==> src/rtl/cle_key_reader_pkg.sv <==
// Shared types and constants for the CLE28e key/ID reader: state encodings,
// access-type codes, bus idle/active values and default key parameters.
package cle_key_pkg;

   // Combined view of the reader's progress, as seen on the debug port.
   typedef enum logic [2:0] {
      ST_IDLE   = 3'd0,
      ST_SETUP  = 3'd1,
      ST_STROBE = 3'd2,
      ST_HOLD   = 3'd3,
      ST_FINISH = 3'd4
   } key_state_e;

   // Top-level sequencer states; the access engine supplies the
   // SETUP/STROBE/HOLD detail while the sequencer is in SEQ_RUN.
   typedef enum logic [1:0] {
      SEQ_IDLE   = 2'd0,
      SEQ_RUN    = 2'd1,
      SEQ_FINISH = 2'd2
   } seq_state_e;

   // Access type carried on the is_read line of an access request.
   localparam logic ACC_UNLOCK = 1'b0;
   localparam logic ACC_READ   = 1'b1;

   // Address/select pins driven towards the key device.
   typedef struct packed {
      logic       ba13;
      logic       ba12;
      logic [3:0] ba7_4;
      logic       sser_n;
      logic       br_w;
   } key_bus_t;

   localparam key_bus_t BUS_IDLE = '{ba13: 1'b0, ba12: 1'b0, ba7_4: 4'h0,
                                     sser_n: 1'b1, br_w: 1'b0};

   localparam logic [31:0] DEF_UNLOCK_SEQ = 32'h0000_28A9;
   localparam logic [31:0] DEF_EXPECT_ID  = 32'h0000_C35A;

   // Bus value for an access to the given BA7..BA4 nibble.
   function automatic key_bus_t bus_active(input logic [3:0] nib);
      key_bus_t b;
      b.ba13   = 1'b0;
      b.ba12   = 1'b1;
      b.ba7_4  = nib;
      b.sser_n = 1'b0;
      b.br_w   = 1'b1;
      return b;
   endfunction

   // Nibble idx of a packed unlock sequence (nibble 0 in bits 3:0).
   function automatic logic [3:0] unlock_nibble(input logic [31:0] seq,
                                                input int unsigned idx);
      logic [3:0] nib;
      nib = 4'h0;
      for (int unsigned i = 0; i < 8; i++) begin
         if (idx == i) nib = seq[4*i +: 4];
      end
      return nib;
   endfunction

endpackage

==> src/rtl/cle_key_reader_if.sv <==
// Pin bundle between the reader (master) and the CLE28e key device (slave).
interface cle_key_reader_if;
   logic       ba13;
   logic       ba12;
   logic [3:0] ba7_4;
   logic       sser_n;
   logic       br_w;
   logic       key_clk;
   logic       sdrd;

   modport master (output ba13, ba12, ba7_4, sser_n, br_w, key_clk,
                   input  sdrd);
   modport slave  (input  ba13, ba12, ba7_4, sser_n, br_w, key_clk,
                   output sdrd);
endinterface

==> src/rtl/cle_key_reader_access.sv <==
// Timing engine for one key-device access: SETUP (1 clk), STROBE (STROBE_W
// clks with key_clk high), HOLD (1 clk). Address/select are loaded on entry
// to SETUP and stay put until the access ends, so they never move while
// key_clk is high.
//
// Request protocol: req is sampled in IDLE and in the HOLD clock. ack is a
// one-clock pulse during HOLD; a req seen in that same clock chains the next
// access straight into SETUP with no gap. sample_pulse is high for the SETUP
// clock of a read access; the consumer captures sdrd on the edge ending it.
module cle_key_access
   import cle_key_pkg::*;
#(
   parameter int STROBE_W = 2
) (
   input  logic       clk,
   input  logic       rst,
   input  logic       req,
   input  logic [3:0] nibble,
   input  logic       is_read,
   output logic       sample_pulse,
   output logic       ack,
   output logic       key_clk,
   output key_bus_t   bus,
   output key_state_e state
);

   localparam int CNT_W = (STROBE_W > 1) ? $clog2(STROBE_W) : 1;
   localparam logic [CNT_W-1:0] CNT_LAST = CNT_W'(STROBE_W - 1);

   logic [CNT_W-1:0] cnt;

   // Access FSM with registered bus, strobe and handshake outputs.
   always_ff @(posedge clk or posedge rst) begin
      if (rst) begin
         state        <= ST_IDLE;
         cnt          <= '0;
         bus          <= BUS_IDLE;
         key_clk      <= 1'b0;
         sample_pulse <= 1'b0;
         ack          <= 1'b0;
      end else begin
         sample_pulse <= 1'b0;
         ack          <= 1'b0;
         case (state)
            ST_IDLE: begin
               if (req) begin
                  state        <= ST_SETUP;
                  bus          <= bus_active(nibble);
                  sample_pulse <= (is_read == ACC_READ);
               end
            end
            ST_SETUP: begin
               state   <= ST_STROBE;
               key_clk <= 1'b1;
               cnt     <= '0;
            end
            ST_STROBE: begin
               if (cnt == CNT_LAST) begin
                  state   <= ST_HOLD;
                  key_clk <= 1'b0;
                  ack     <= 1'b1;
               end else begin
                  cnt <= cnt + 1'b1;
               end
            end
            ST_HOLD: begin
               if (req) begin
                  state        <= ST_SETUP;
                  bus          <= bus_active(nibble);
                  sample_pulse <= (is_read == ACC_READ);
               end else begin
                  state <= ST_IDLE;
                  bus   <= BUS_IDLE;
               end
            end
            default: begin
               state   <= ST_IDLE;
               bus     <= BUS_IDLE;
               key_clk <= 1'b0;
            end
         endcase
      end
   end

endmodule

==> src/rtl/cle_key_reader.sv <==
// Host-side sequencer for the CLE28e key/ID device. On start it issues the
// unlock accesses, then ID_BITS read accesses, shifting SDRD into id_word
// MSB-first, and finally flags whether the word equals EXPECT_ID.
module cle_key_reader
   import cle_key_pkg::*;
#(
   parameter int                 ID_BITS    = 16,
   parameter int                 UNLOCK_LEN = 4,
   parameter logic [31:0]        UNLOCK_SEQ = DEF_UNLOCK_SEQ,
   parameter logic [3:0]         READ_NIB   = 4'h0,
   parameter int                 STROBE_W   = 2,
   parameter logic [ID_BITS-1:0] EXPECT_ID  = DEF_EXPECT_ID[ID_BITS-1:0]
) (
   input  logic               clk,
   input  logic               rst,
   input  logic               start,
   output logic               busy,
   output logic               done,
   output logic [ID_BITS-1:0] id_word,
   output logic               match,
   cle_key_reader_if.master   bus,
   output key_state_e         dbg_state
);

   localparam int TOTAL = UNLOCK_LEN + ID_BITS;
   localparam int IDX_W = $clog2(TOTAL + 1);
   localparam logic [IDX_W-1:0] LAST_IDX  = IDX_W'(TOTAL - 1);
   localparam logic [IDX_W-1:0] UNLOCK_NB = IDX_W'(UNLOCK_LEN);

   seq_state_e       seq_state;
   logic [IDX_W-1:0] idx;
   logic [IDX_W-1:0] req_idx;
   logic             acc_req;
   logic             acc_is_read;
   logic [3:0]       acc_nibble;
   logic             acc_sample;
   logic             acc_ack;
   logic             acc_key_clk;
   key_bus_t         acc_bus;
   key_state_e       acc_state;

   // Next access request: the first one straight from start, then one per
   // HOLD clock until the last index has been issued.
   always_comb begin
      acc_req = 1'b0;
      req_idx = '0;
      if (seq_state == SEQ_IDLE) begin
         acc_req = start;
      end else if (seq_state == SEQ_RUN && acc_ack && idx != LAST_IDX) begin
         acc_req = 1'b1;
         req_idx = idx + 1'b1;
      end
      acc_is_read = (req_idx >= UNLOCK_NB) ? ACC_READ : ACC_UNLOCK;
      acc_nibble  = (acc_is_read == ACC_READ) ? READ_NIB
                                              : unlock_nibble(UNLOCK_SEQ, 32'(req_idx));
   end

   cle_key_access #(
      .STROBE_W (STROBE_W)
   ) u_access (
      .clk          (clk),
      .rst          (rst),
      .req          (acc_req),
      .nibble       (acc_nibble),
      .is_read      (acc_is_read),
      .sample_pulse (acc_sample),
      .ack          (acc_ack),
      .key_clk      (acc_key_clk),
      .bus          (acc_bus),
      .state        (acc_state)
   );

   assign bus.ba13    = acc_bus.ba13;
   assign bus.ba12    = acc_bus.ba12;
   assign bus.ba7_4   = acc_bus.ba7_4;
   assign bus.sser_n  = acc_bus.sser_n;
   assign bus.br_w    = acc_bus.br_w;
   assign bus.key_clk = acc_key_clk;

   // Sequencer FSM: index counter, ID shift register, done pulse and compare.
   always_ff @(posedge clk or posedge rst) begin
      if (rst) begin
         seq_state <= SEQ_IDLE;
         idx       <= '0;
         busy      <= 1'b0;
         done      <= 1'b0;
         id_word   <= '0;
         match     <= 1'b0;
      end else begin
         done <= 1'b0;
         case (seq_state)
            SEQ_IDLE: begin
               if (start) begin
                  seq_state <= SEQ_RUN;
                  busy      <= 1'b1;
                  id_word   <= '0;
                  match     <= 1'b0;
                  idx       <= '0;
               end
            end
            SEQ_RUN: begin
               if (acc_sample) begin
                  id_word <= (id_word << 1) | ID_BITS'(bus.sdrd);
               end
               if (acc_ack) begin
                  if (idx == LAST_IDX) begin
                     seq_state <= SEQ_FINISH;
                     busy      <= 1'b0;
                     done      <= 1'b1;
                     match     <= (id_word == EXPECT_ID);
                  end else begin
                     idx <= idx + 1'b1;
                  end
               end
            end
            SEQ_FINISH: begin
               seq_state <= SEQ_IDLE;
               idx       <= '0;
            end
            default: begin
               seq_state <= SEQ_IDLE;
               busy      <= 1'b0;
            end
         endcase
      end
   end

   // Debug view: access-level detail while running, else sequencer state.
   always_comb begin
      dbg_state = ST_IDLE;
      if (seq_state == SEQ_RUN)         dbg_state = acc_state;
      else if (seq_state == SEQ_FINISH) dbg_state = ST_FINISH;
   end

endmodule

==> src/flat_wrapper.sv <==
// flat-port wrapper written by rule: the top's interface ports become plain ports
module cle_key_reader_flat import cle_key_pkg::*;
#(
   parameter int                 ID_BITS    = 16,
   parameter int                 UNLOCK_LEN = 4,
   parameter logic [31:0]        UNLOCK_SEQ = DEF_UNLOCK_SEQ,
   parameter logic [3:0]         READ_NIB   = 4'h0,
   parameter int                 STROBE_W   = 2,
   parameter logic [ID_BITS-1:0] EXPECT_ID  = DEF_EXPECT_ID[ID_BITS-1:0]
)
  (clk, rst, start, busy, done, id_word, match, dbg_state, bus_ba13, bus_ba12, bus_ba7_4, bus_sser_n, bus_br_w, bus_key_clk, bus_sdrd);
  cle_key_reader_if bus_i ();
  input  logic clk;
  input  logic rst;
  input  logic start;
  output logic busy;
  output logic done;
  output logic [ID_BITS-1:0] id_word;
  output logic match;
  output key_state_e dbg_state;
  output wire logic [$bits(bus_i.ba13)-1:0] bus_ba13;
  output wire logic [$bits(bus_i.ba12)-1:0] bus_ba12;
  output wire logic [$bits(bus_i.ba7_4)-1:0] bus_ba7_4;
  output wire logic [$bits(bus_i.sser_n)-1:0] bus_sser_n;
  output wire logic [$bits(bus_i.br_w)-1:0] bus_br_w;
  output wire logic [$bits(bus_i.key_clk)-1:0] bus_key_clk;
  input wire logic [$bits(bus_i.sdrd)-1:0] bus_sdrd;
  assign bus_ba13 = bus_i.ba13;
  assign bus_ba12 = bus_i.ba12;
  assign bus_ba7_4 = bus_i.ba7_4;
  assign bus_sser_n = bus_i.sser_n;
  assign bus_br_w = bus_i.br_w;
  assign bus_key_clk = bus_i.key_clk;
  assign bus_i.sdrd = bus_sdrd;
  cle_key_reader #(.ID_BITS(ID_BITS), .UNLOCK_LEN(UNLOCK_LEN), .UNLOCK_SEQ(UNLOCK_SEQ), .READ_NIB(READ_NIB), .STROBE_W(STROBE_W), .EXPECT_ID(EXPECT_ID)) u_core (.clk(clk), .rst(rst), .start(start), .busy(busy), .done(done), .id_word(id_word), .match(match), .bus(bus_i), .dbg_state(dbg_state));
endmodule
==> config.mk <==
export PLATFORM = sky130hd
export DESIGN_NAME = cle_key_reader_flat
export DESIGN_NICKNAME = d
export VERILOG_FILES = /design/src/rtl/cle_key_reader_pkg.sv /design/src/rtl/cle_key_reader_if.sv /design/src/rtl/cle_key_reader_access.sv /design/src/rtl/cle_key_reader.sv /design/src/flat_wrapper.sv
export SDC_FILE = /design/constraint.sdc
export NUM_CORES = 1
export LEC_CHECK = 0
export ABC_CLOCK_PERIOD_IN_PS = 4770
export CAP_MARGIN = 0
export CORE_MARGIN = 2
export CORE_UTILIZATION = 50
export DETAILED_ROUTE_END_ITERATION = 8
export GPL_TIMING_DRIVEN = 0
export MAX_ROUTING_LAYER = met4
export PLACE_DENSITY = 0.83
export SETUP_SLACK_MARGIN = 0.1
export SLEW_MARGIN = 20
export SYNTH_ARGS = -nofsm -noshare
export SYNTH_HDL_FRONTEND = slang
export SYNTH_SLANG_ARGS = --single-unit
==> constraint.sdc <==
create_clock -name clk -period 4.77 [get_ports clk]
set_input_delay 0.954 -clock clk [delete_from_list [all_inputs] [get_ports clk]]
set_output_delay 0.954 -clock clk [all_outputs]
set_load 0.01 [all_outputs]
==> summary.md <==
| Metric | Value |
|---|---|
| Number of synthesized register bits | 37 |
| Max_slew headroom | 49.6% |
| First-pass detailed-route iteration total | 4 |
| Slew @ Worst Pin | 0.755 ns |
| Most common library cells after synthesis | 36 x dfrtp_1, 22 x o21ai_0, 18 x nand2_1, 18 x nand3_1, 14 x inv_1 |
| Synth area leader | dfrtp_1 |
| First-pass GRT wire length | 7.16 mm |
| Ports | 35 |
| Vias in the first global route | 1620 |
| Core Region | 0.00369 mm2 |
| Critical path required time | 3.82 ns |
| Hpwl dp | 2.87 mm |
| FF-to-FF setup slack | 2.57 ns |
| Final GP Congestion | 0.859 |
| Status | complete, no violations |
| Syn Inst Count | 208 |
| Layout area overhead | 24.2% |
| Synthesized area per cell | 9.28 um2 |
| Initial antenna violation count | 0 |
| Main synth FF type | dfrtp_1 |
| Placed Cells | 289 |
| TritonCTS Buffers | 5 |
| Avg Vias per Cell | 5.67 |
| Sw Pwr | 0.494 mW |
| FF-to-FF path depth | 5 |
| Pwr Density | 537 mW/mm2 |
| DR iter-0 viols | 102 |
| Layout Cells excl Fill | 297 |
| GRT met1 Usage | 28.7% |
| Part of the Yosys area used for sequential elements | 48.1% |
| Nets | 257 |
| Busiest layer in global routing | met2 |
| Post_cts resized | 0 |
| Diode count | 0 |
| Share of layout cells above drive strength 1 | 6.83% |
| Clk root buf | clkbuf_8 |
| Post-CTS setup buffers | 0 |
| Arrival time of the worst setup path | 2.15 ns |
| Count leader, synth | dfrtp_1 |
| Number of synthesized flops with an enable pin | 0 |
| P_int | 0.793 mW |
| Hold buffers post-CTS | 0 |
| Yosys top cell area share | 46.7% |
| H-tree levels | 2 |
| Synth Warn # | 0 |
| Peak supply drop | 368 uV |
| Met2 Use GR | 32.9% |
| RSZ-0062 raised after global routing | false |
| CP Capture Type | primary output |
| Synth async-reset ratio | 100% |
| Netlist cell types | 45 |
| Sequential power share | 38.1% |
| CP max FO | 10 |
| Hold Crit Class | flip-flop to flip-flop |
| Vias | 1683 |
| CTS tree | built |
| Setup TNS Final | 0 ns |
| Critical Path Source Type | flip-flop |
| Clock Latency Late Sink | 0.29 ns |
| Crit share post-route | 65.1% |
| CTS clk-pin slew, worst paths | 0.07 ns |
| Die area | 0.00437 mm2 |
| Cell Rows | 22 |
| Max Cap Viol | 0 |
| Logic pwr share | 45.5% |
| Clk sinks | 37 |
| Clock Power Share | 16.4% |
| I/O Buffers | 32 |
| Final min period | 3.11 ns |
| Critical path type | flip-flop to primary output |
| DR DRC count | 0 |
| Die Wd | 66.1 um |
| Worst Skew | 0.00511 ns |
| Final WL | 4.08 mm |
| Max Freq | 322 MHz |
| Largest net degree at the start of global routing | 38 |
| Worst Hold Depth | 1 |
| GRT met3 Usage | 6.30% |
| Switching share of power | 38.4% |
| GRT Total Usage | 22.0% |
| Top cells by area, synth | dfrtp_1 47%, o21ai_0 5.7%, nand3_1 4.7%, nand2_1 3.5%, ha_1 3.2% |
| Wire per inst | 13.8 um |
| Grt ovf | 0 |
| Max-slew violation count | 0 |
| Final setup fails | 0 |
| Die Span Y | 66.1 um |
| Final ANT Viol Nets | 0 |
| Final hold violations | 0 |
| Core Util, Final | 65.0% |
| Starting Density | 52.3% |
| Post-Syn Area | 0.00193 mm2 |
| Clock Tree Buf Depth | 2 |
| P_leak | 1.10 nW |
[critical path, cell delays in order, from the launching register on]
cell             delay [ns]
dfrtp_1                0.38
clkbuf_1               0.34
clkbuf_1               0.39
nor2b_1                0.21
clkdlybuf4s50_1        0.55
[worst paths after layout]
check,startpoint,to
setup / recovery,u_core.seq_state[1]$_DFFE_PP0P_,dbg_state[2]
hold / removal,u_core.u_access.bus[3]$_DFFE_PP0P_,u_core.u_access.bus[3]$_DFFE_PP0P_
setup reg to reg,u_core.idx[0]$_DFFE_PP0P_,u_core.u_access.state[0]$_DFFE_PP0P_
hold reg to reg,u_core.u_access.bus[3]$_DFFE_PP0P_,u_core.u_access.bus[3]$_DFFE_PP0P_
max in group asynchronous,rst,u_core.idx[3]$_DFFE_PP0P_
min in group asynchronous,rst,u_core.u_access.key_clk$_DFFE_PP0P_
[area by class of cell]
class / instances / area, um2
flip-flops and latches: 37 / 927
clock buffers: 6 / 72.6
fillers: 313 / 1290
repair buffers: 32 / 320
plain buffers: 17 / 80.1
inverters: 14 / 52.6
clock inverters: 2 / 10.0
well taps: 48 / 60.1
multi-input cells: 141 / 873
[layout by cell type (no fill, tap or decap), types with 2 or more instances in the layout]
cell type / n
a211o_1: 3
a21o_1: 3
a21oi_1: 3
and2_1: 3
buf_4: 4
clkbuf_1: 13
clkbuf_8: 5
clkdlybuf4s50_1: 32
clkinv_2: 2
conb_1: 2
dfrtp_1: 36
ha_1: 5
inv_1: 13
mux2_2: 2
mux2i_1: 5
nand2_1: 18
nand3_1: 18
nand4_1: 3
nor2_1: 11
nor2b_1: 5
nor3_1: 5
nor3b_1: 4
nor4_1: 3
o21ai_0: 22
o21ai_1: 3
o22ai_1: 2
o31ai_1: 2
[power groups by stage]
stage | Sequential, mW | Clock, mW | Combinational (mW)
floorplan | 0.501 | 0 | 0.351
global placement | 0.494 | 0 | 0.573
detailed placement | 0.494 | 0 | 0.587
CTS | 0.489 | 0.217 | 0.589
global route | 0.503 | 0.230 | 0.660
finish | 0.490 | 0.211 | 0.585
[flip-flops by register name, indices dropped and copies added, names as in the netlist, 2 cells and up]
signal and cells:
u_core.u_access.state 2, u_core.seq_state 2, u_core.idx 5, u_core.u_access.bus 5, u_core.id_word 16
[per-stage QoR]
step	total power [mW]	instance area [um2]	hold slack [ns]	setup WS, ns
after CTS	1.30	2400	0.496	1.67
final	1.29	2400	0.489	1.66
after detailed placement	1.08	2310	0.480	1.87
after floorplan	0.852	1930	0.477	2.62
after global placement	1.07	2310	0.477	1.90
after global routing	1.39	2400	0.514	1.54
[layer usage]
| metal | vias to the layer above | routed length [um] |
|---|---|---|
| li1 | 818 | - |
| met1 | 818 | 1880 |
| met2 | 41 | 1950 |
| met3 | 6 | 192 |
| met4 | 0 | 58 |
| met5 | - | 0 |
[kinds of logic after synthesis]
family	share of synthesized area (%)
flops	48.1
buf+inv	6.87
simple gates	19.5
compound gates	17.9
fa+ha+maj	3.24
mux	3.76
xor+xnor	0.454
other cells	0.194
No activity file was read; power rests on OpenSTA's default activity.
==> edit 1, RTL diff (same flow settings) <==
Put a register stage on the output `dbg_state`. The value now appears one clock later. The other outputs are not delayed to match.
--- a/src/rtl/cle_key_reader.sv
+++ b/src/rtl/cle_key_reader.sv
@@ -26,6 +26,8 @@
    localparam int IDX_W = $clog2(TOTAL + 1);
    localparam logic [IDX_W-1:0] LAST_IDX  = IDX_W'(TOTAL - 1);
    localparam logic [IDX_W-1:0] UNLOCK_NB = IDX_W'(UNLOCK_LEN);
+
+   key_state_e dbg_state_d;
 
    seq_state_e       seq_state;
    logic [IDX_W-1:0] idx;
@@ -127,9 +129,13 @@
 
    // Debug view: access-level detail while running, else sequencer state.
    always_comb begin
-      dbg_state = ST_IDLE;
-      if (seq_state == SEQ_RUN)         dbg_state = acc_state;
-      else if (seq_state == SEQ_FINISH) dbg_state = ST_FINISH;
+      dbg_state_d = ST_IDLE;
+      if (seq_state == SEQ_RUN)         dbg_state_d = acc_state;
+      else if (seq_state == SEQ_FINISH) dbg_state_d = ST_FINISH;
+   end
+
+   always_ff @(posedge clk) begin
+      dbg_state <= dbg_state_d;
    end
 
 endmodule
Check against the original RTL: not equivalent (Yosys sat finds a counterexample within 4 cycles, from zero or initial values and one cycle with rst high).
==> edit 1 against the unedited design <==
Setup slack better by 0.81 ns. Largest power group unchanged. Total power down 8.2%. Via count down 1.2%. Sequential cell count up 3. Combinational power down 18%. Critical path depth down 3. First-iteration DRC count up 69%. Area after synthesis up 4.3%. Routed wire length up 3.6%. Final area up 3.2%.
==> edit 1: results (changes against the unedited design) <==
<table>
<tr><th>Metric</th><th>Value</th></tr>
<tr><th colspan="2">Run status</th></tr>
<tr><td>Outcome</td><td>finished, final reports clean (unchanged)</td></tr>
<tr><th colspan="2">Routing</th></tr>
<tr><td>Initial drt markers</td><td>172 (was 102)</td></tr>
<tr><td>DR WL/cell</td><td>13.9 microns (was 13.8 microns)</td></tr>
<tr><th colspan="2">Placement</th></tr>
<tr><td>Placed instance count</td><td>297 (was 289)</td></tr>
<tr><td>Count of input and output buffers</td><td>31 (was 32)</td></tr>
<tr><td>Final HPWL DP</td><td>2950 microns (was 2870 microns)</td></tr>
<tr><th colspan="2">Worst setup path</th></tr>
<tr><td>Arrival time of the worst setup path</td><td>1.35 ns (was 2.15 ns)</td></tr>
<tr><td>Kind of cell adding the most delay to the critical path</td><td>flip-flops (was buffers and inverters)</td></tr>
<tr><td>Largest fanout on the critical path</td><td>2 (was 10)</td></tr>
<tr><td>Stage delay of the slowest cell on the critical path</td><td>0.53 ns (was 0.55 ns)</td></tr>
<tr><th colspan="2">Synthesis</th></tr>
<tr><td>Register area share after synthesis</td><td>49.1% (was 48.1%)</td></tr>
<tr><td>Top cells by area in the synthesized netlist</td><td>sky130_fd_sc_hd__dfrtp_1 (45%), sky130_fd_sc_hd__nand3_1 (6.2%), sky130_fd_sc_hd__o21ai_0 (5.0%) (was sky130_fd_sc_hd__dfrtp_1 (47%), sky130_fd_sc_hd__o21ai_0 (5.7%), sky130_fd_sc_hd__nand3_1 (4.7%))</td></tr>
<tr><td>Number of distinct library cells after synthesis</td><td>44 (was 45)</td></tr>
<tr><td>Mean instance size in the synthesized netlist</td><td>9.36 sq um (was 9.28 sq um)</td></tr>
<tr><td>Synth top cells by count</td><td>sky130_fd_sc_hd__dfrtp_1 (36), sky130_fd_sc_hd__inv_1 (25), sky130_fd_sc_hd__nand3_1 (25), sky130_fd_sc_hd__o21ai_0 (20), sky130_fd_sc_hd__clkbuf_1 (10) (was sky130_fd_sc_hd__dfrtp_1 (36), sky130_fd_sc_hd__o21ai_0 (22), sky130_fd_sc_hd__nand2_1 (18), sky130_fd_sc_hd__nand3_1 (18), sky130_fd_sc_hd__inv_1 (14))</td></tr>
<tr><th colspan="2">Power</th></tr>
<tr><td>Worst VDD drop</td><td>0.373 mV (was 0.368 mV)</td></tr>
<tr><th colspan="2">Cells and area</th></tr>
<tr><td>Layout filler cell count</td><td>341 (was 313)</td></tr>
<tr><td>Share of cells above drive strength 1</td><td>10.6% (was 6.83%)</td></tr>
<tr><td>Final Net Count</td><td>263 (was 257)</td></tr>
<tr><th colspan="2">Global routing</th></tr>
<tr><td>Total global routing track utilization</td><td>22.2% (was 22.0%)</td></tr>
</table>
## edit 1: changes by cell type in the layout (fill, tap and decap cells not counted), sizes merged, moves of 5 or more
cell	before	now
nand2	18	9
inv	14	25
a21oi	3	8
o21ai	25	20
mux2i	5	0
nand3	18	25
## edit 1: cells by family (layout without fill, tap and decap cells)
family	count (synthesis)	after routing	share of synthesized area [%]
AOI/OAI and AO/OA	47	47	15.2
xor gates and xnor gates	1	1	0.435
and+or+nand+nor	74	74	20.9
buffers and inverters	43	82	8.89
adders and majority gates	5	5	3.11
DFF	40	40	49.1
other	1	2	0.186
muxes	4	4	2.24
## edit 1: worst paths after layout
check,slack (ns),cells after the start,from,endpoint
max,2.47,1,u_core.u_access.bus[1],bus_sser_n
min,0.51,2,u_core.u_access.bus[1],u_core.u_access.bus[1]
max reg2reg,2.77,6,u_core.idx[1],u_core.u_access.bus[2]
min reg2reg,0.51,2,u_core.u_access.bus[1],u_core.u_access.bus[1]
max in group asynchronous,3.18,2,rst,u_core.u_access.bus[3]
min in group asynchronous,1.11,2,rst,u_core.id_word[7]
## edit 1: area by class of cell
cell class	instances	area [sq um]	share of cell area [%]
buffer	18	85.1	3.44
timing repair buffer	31	310	12.5
clock inverter	2	12.5	0.506
clock buffer	6	72.6	2.93
multi-input combinational	133	850	34.3
sequential	40	987	39.9
inverter	25	93.8	3.79
tap	50	62.6	2.53
## edit 1: report_power, final
part	internal (uW)	switching (uW)
clock network	102	120
registers	415	61.5
logic	234	249
total	751	430
## edit 1: per-layer routing
layer | share of wire, % | track usage [%]
met1 | 45 | 28.2
met2 | 49 | 34.5
met3 | 4.3 | 5.33
met4 | 1.4 | 8.16
met5 | 0 | -
## edit 1: stage by stage
stage,cell area (sq um),hold WS (ns),util [%],setup slack (ns)
2_1_floorplan,2020,0.477,-,2.71
3_3_place_gp,2390,0.494,60.6,2.17
3_5_place_dp,2390,0.500,60.6,2.20
4_1_cts,2470,0.514,62.7,2.45
5_1_grt,2470,0.540,62.7,2.28
6_report,2470,0.514,62.7,2.47
==> edit 2, RTL diff (same settings) <==
Made on the original files. `STROBE_W` is set to 2 in 3 places; all go to 1.
--- a/src/rtl/cle_key_reader_access.sv
+++ b/src/rtl/cle_key_reader_access.sv
@@ -10,7 +10,7 @@
 module cle_key_access
    import cle_key_pkg::*;
 #(
-   parameter int STROBE_W = 2
+   parameter int STROBE_W = 1
 ) (
    input  logic       clk,
    input  logic       rst,
--- a/src/rtl/cle_key_reader.sv
+++ b/src/rtl/cle_key_reader.sv
@@ -8,7 +8,7 @@
    parameter int                 UNLOCK_LEN = 4,
    parameter logic [31:0]        UNLOCK_SEQ = DEF_UNLOCK_SEQ,
    parameter logic [3:0]         READ_NIB   = 4'h0,
-   parameter int                 STROBE_W   = 2,
+   parameter int                 STROBE_W   = 1,
    parameter logic [ID_BITS-1:0] EXPECT_ID  = DEF_EXPECT_ID[ID_BITS-1:0]
 ) (
    input  logic               clk,
--- a/src/flat_wrapper.sv
+++ b/src/flat_wrapper.sv
@@ -5,7 +5,7 @@
    parameter int                 UNLOCK_LEN = 4,
    parameter logic [31:0]        UNLOCK_SEQ = DEF_UNLOCK_SEQ,
    parameter logic [3:0]         READ_NIB   = 4'h0,
-   parameter int                 STROBE_W   = 2,
+   parameter int                 STROBE_W   = 1,
    parameter logic [ID_BITS-1:0] EXPECT_ID  = DEF_EXPECT_ID[ID_BITS-1:0]
 )
   (clk, rst, start, busy, done, id_word, match, dbg_state, bus_ba13, bus_ba12, bus_ba7_4, bus_sser_n, bus_br_w, bus_key_clk, bus_sdrd);
Formal check against the unedited RTL: not equivalent (Yosys sat finds a counterexample within 4 cycles, from zero or initial values and one cycle with rst high).
==> edit 2 against the unedited design <==
Clock power up 26%. Critical path type unchanged. Area after synthesis decreased by 4.3%. Sequential cell count is 1 lower. Setup slack better by 0.11 ns. Routed wire length decreased by 7.8%. Combinational power up 12%. Total power up 9.8%. Final area shrank 2.3%. Register-to-register slack better by 0.29 ns. Critical endpoint is now dbg_state[0]. Synthesized cell count down 2.4%.
==> edit 2: results (changes against the unedited design) <==
<table>
<tr><th>Metric</th><th>Value</th></tr>
<tr><th colspan="2">Power</th></tr>
<tr><td>Worst VDD drop</td><td>0.280 mV (was 0.368 mV)</td></tr>
<tr><td>Leakage power summed over all cells</td><td>0.00107 uW (was 0.00110 uW)</td></tr>
<tr><th colspan="2">Worst setup path</th></tr>
<tr><td>Arrival time of the worst setup path</td><td>2.04 ns (was 2.15 ns)</td></tr>
<tr><td>Reg-to-reg critical path endpoint</td><td>u_core.match (was u_core.u_access.state[0])</td></tr>
<tr><td>FF-to-FF Start</td><td>u_core.idx[1] (was u_core.idx[0])</td></tr>
<tr><td>Launch point of the worst path</td><td>u_core.seq_state[0] (was u_core.seq_state[1])</td></tr>
<tr><td>Stage delay of the slowest cell on the critical path</td><td>0.52 ns (was 0.55 ns)</td></tr>
<tr><th colspan="2">Run status</th></tr>
<tr><td>Outcome</td><td>finished, final reports clean (unchanged)</td></tr>
<tr><th colspan="2">Synthesis</th></tr>
<tr><td>Synth top cells by count</td><td>sky130_fd_sc_hd__dfrtp_1 (35), sky130_fd_sc_hd__nand2_1 (31), sky130_fd_sc_hd__o21ai_0 (21), sky130_fd_sc_hd__nand3_1 (18), sky130_fd_sc_hd__nor2_1 (14) (was sky130_fd_sc_hd__dfrtp_1 (36), sky130_fd_sc_hd__o21ai_0 (22), sky130_fd_sc_hd__nand2_1 (18), sky130_fd_sc_hd__nand3_1 (18), sky130_fd_sc_hd__inv_1 (14))</td></tr>
<tr><td>Number of distinct library cells after synthesis</td><td>41 (was 45)</td></tr>
<tr><td>Top cells by area in the synthesized netlist</td><td>sky130_fd_sc_hd__dfrtp_1 (47%), sky130_fd_sc_hd__nand2_1 (6.3%), sky130_fd_sc_hd__o21ai_0 (5.7%) (was sky130_fd_sc_hd__dfrtp_1 (47%), sky130_fd_sc_hd__o21ai_0 (5.7%), sky130_fd_sc_hd__nand3_1 (4.7%))</td></tr>
<tr><th colspan="2">Cells and area</th></tr>
<tr><td>Share of cells above drive strength 1</td><td>9.43% (was 6.83%)</td></tr>
<tr><td>Final Net Count</td><td>252 (was 257)</td></tr>
<tr><th colspan="2">Global routing</th></tr>
<tr><td>Wire length of the first global-routing pass</td><td>6550 microns (was 7160 microns)</td></tr>
<tr><td>Maximum number of pins on one net before global-route repair</td><td>37 (was 38)</td></tr>
<tr><td>Via count of the first global-routing pass</td><td>1,444 (was 1,620)</td></tr>
<tr><td>Total global routing track utilization</td><td>20.8% (was 22.0%)</td></tr>
<tr><th colspan="2">Timing</th></tr>
<tr><td>Post-Route Skew</td><td>0.00440 ns (was 0.00511 ns)</td></tr>
<tr><th colspan="2">Routing</th></tr>
<tr><td>Via density</td><td>5.51 (was 5.67)</td></tr>
<tr><th colspan="2">Placement</th></tr>
<tr><td>Routability cong.</td><td>0.835 (was 0.859)</td></tr>
</table>
## edit 2: changes by cell type in the layout (fill, tap and decap cells not counted), moves of 3 or more
cell                       delta
sky130_fd_sc_hd__a211o_1      -3
sky130_fd_sc_hd__nand2_1     +13
sky130_fd_sc_hd__clkbuf_1     -6
sky130_fd_sc_hd__nor3_1       -3
sky130_fd_sc_hd__o21a_1       +3
sky130_fd_sc_hd__inv_1        -9
sky130_fd_sc_hd__and3_1       +4
sky130_fd_sc_hd__buf_2        +3
sky130_fd_sc_hd__nor2_1       +3
sky130_fd_sc_hd__nor2b_1      -4
sky130_fd_sc_hd__o211ai_1     +3
sky130_fd_sc_hd__a21o_1       -3
sky130_fd_sc_hd__mux2i_1      -4
## edit 2: kinds of logic (layout without fill, tap and decap cells)
family                     Yosys count  count (layout)  synth area share, %
muxes                                2               2                 1.15
DFF                                 36              36                 48.9
AOI/OAI and AO/OA                   45              45                 15.4
adders and majority gates            5               5                 3.39
buffers and inverters               23              63                 6.17
and+or+nand+nor                     91              91                 24.8
other                                1               2                0.203
## edit 2: final cells by class
| class | instances | area, sq um | area share, % |
|---|---|---|---|
| flip-flops and latches | 36 | 902 | 38.5 |
| multi-input cells | 145 | 833 | 35.6 |
| repair buffers | 32 | 320 | 13.7 |
| plain buffers | 18 | 95.1 | 4.06 |
| clock buffers | 5 | 68.8 | 2.94 |
| well taps | 48 | 60.1 | 2.57 |
| clock inverters | 3 | 42.5 | 1.82 |
| inverters | 5 | 18.8 | 0.802 |
## edit 2: where the power goes
group / internal, uW / switching, uW / total, uW
sequential: 411 / 81.4 / 493
clock: 155 / 111 / 265
combinational: 306 / 349 / 655
total: 872 / 541 / 1410
## edit 2: per-stage QoR
stage               utilization (%)  area (sq um)  std cells  worst slack [ns]  total power, uW
floorplan                         -          1850        204              2.75              898
global placement               61.8          2230        284              2.08             1130
detailed placement             61.8          2230        284              2.04             1150
CTS                            64.9          2340        292              1.76             1420
global route                   64.9          2340        292              1.65             1520
finish                         64.9          2340        292              1.77             1410
## edit 2: metal layers
metal  global-route usage (%)  share of wire (%)  vias up
met3                     5.73                6.2        6
met1                     27.8                 46      767
li1                         -                  -      785
met4                     7.45                1.6        0
met5                        -                  0        -
met2                     30.4                 46       52
## edit 2: worst min path at each step
stage                                      start                endpoint  slack, ns  cells after the start
after CTS                 u_core.u_access.bus[5]  u_core.u_access.bus[5]       0.50                      2
after detailed placement  u_core.u_access.bus[5]  u_core.u_access.bus[5]       0.48                      2
final                     u_core.u_access.bus[2]  u_core.u_access.bus[2]       0.49                      2
after global routing      u_core.u_access.bus[5]  u_core.u_access.bus[5]       0.51                      2
after floorplan           u_core.u_access.bus[5]  u_core.u_access.bus[5]       0.52                      2
after global placement    u_core.u_access.bus[5]  u_core.u_access.bus[5]       0.47                      2
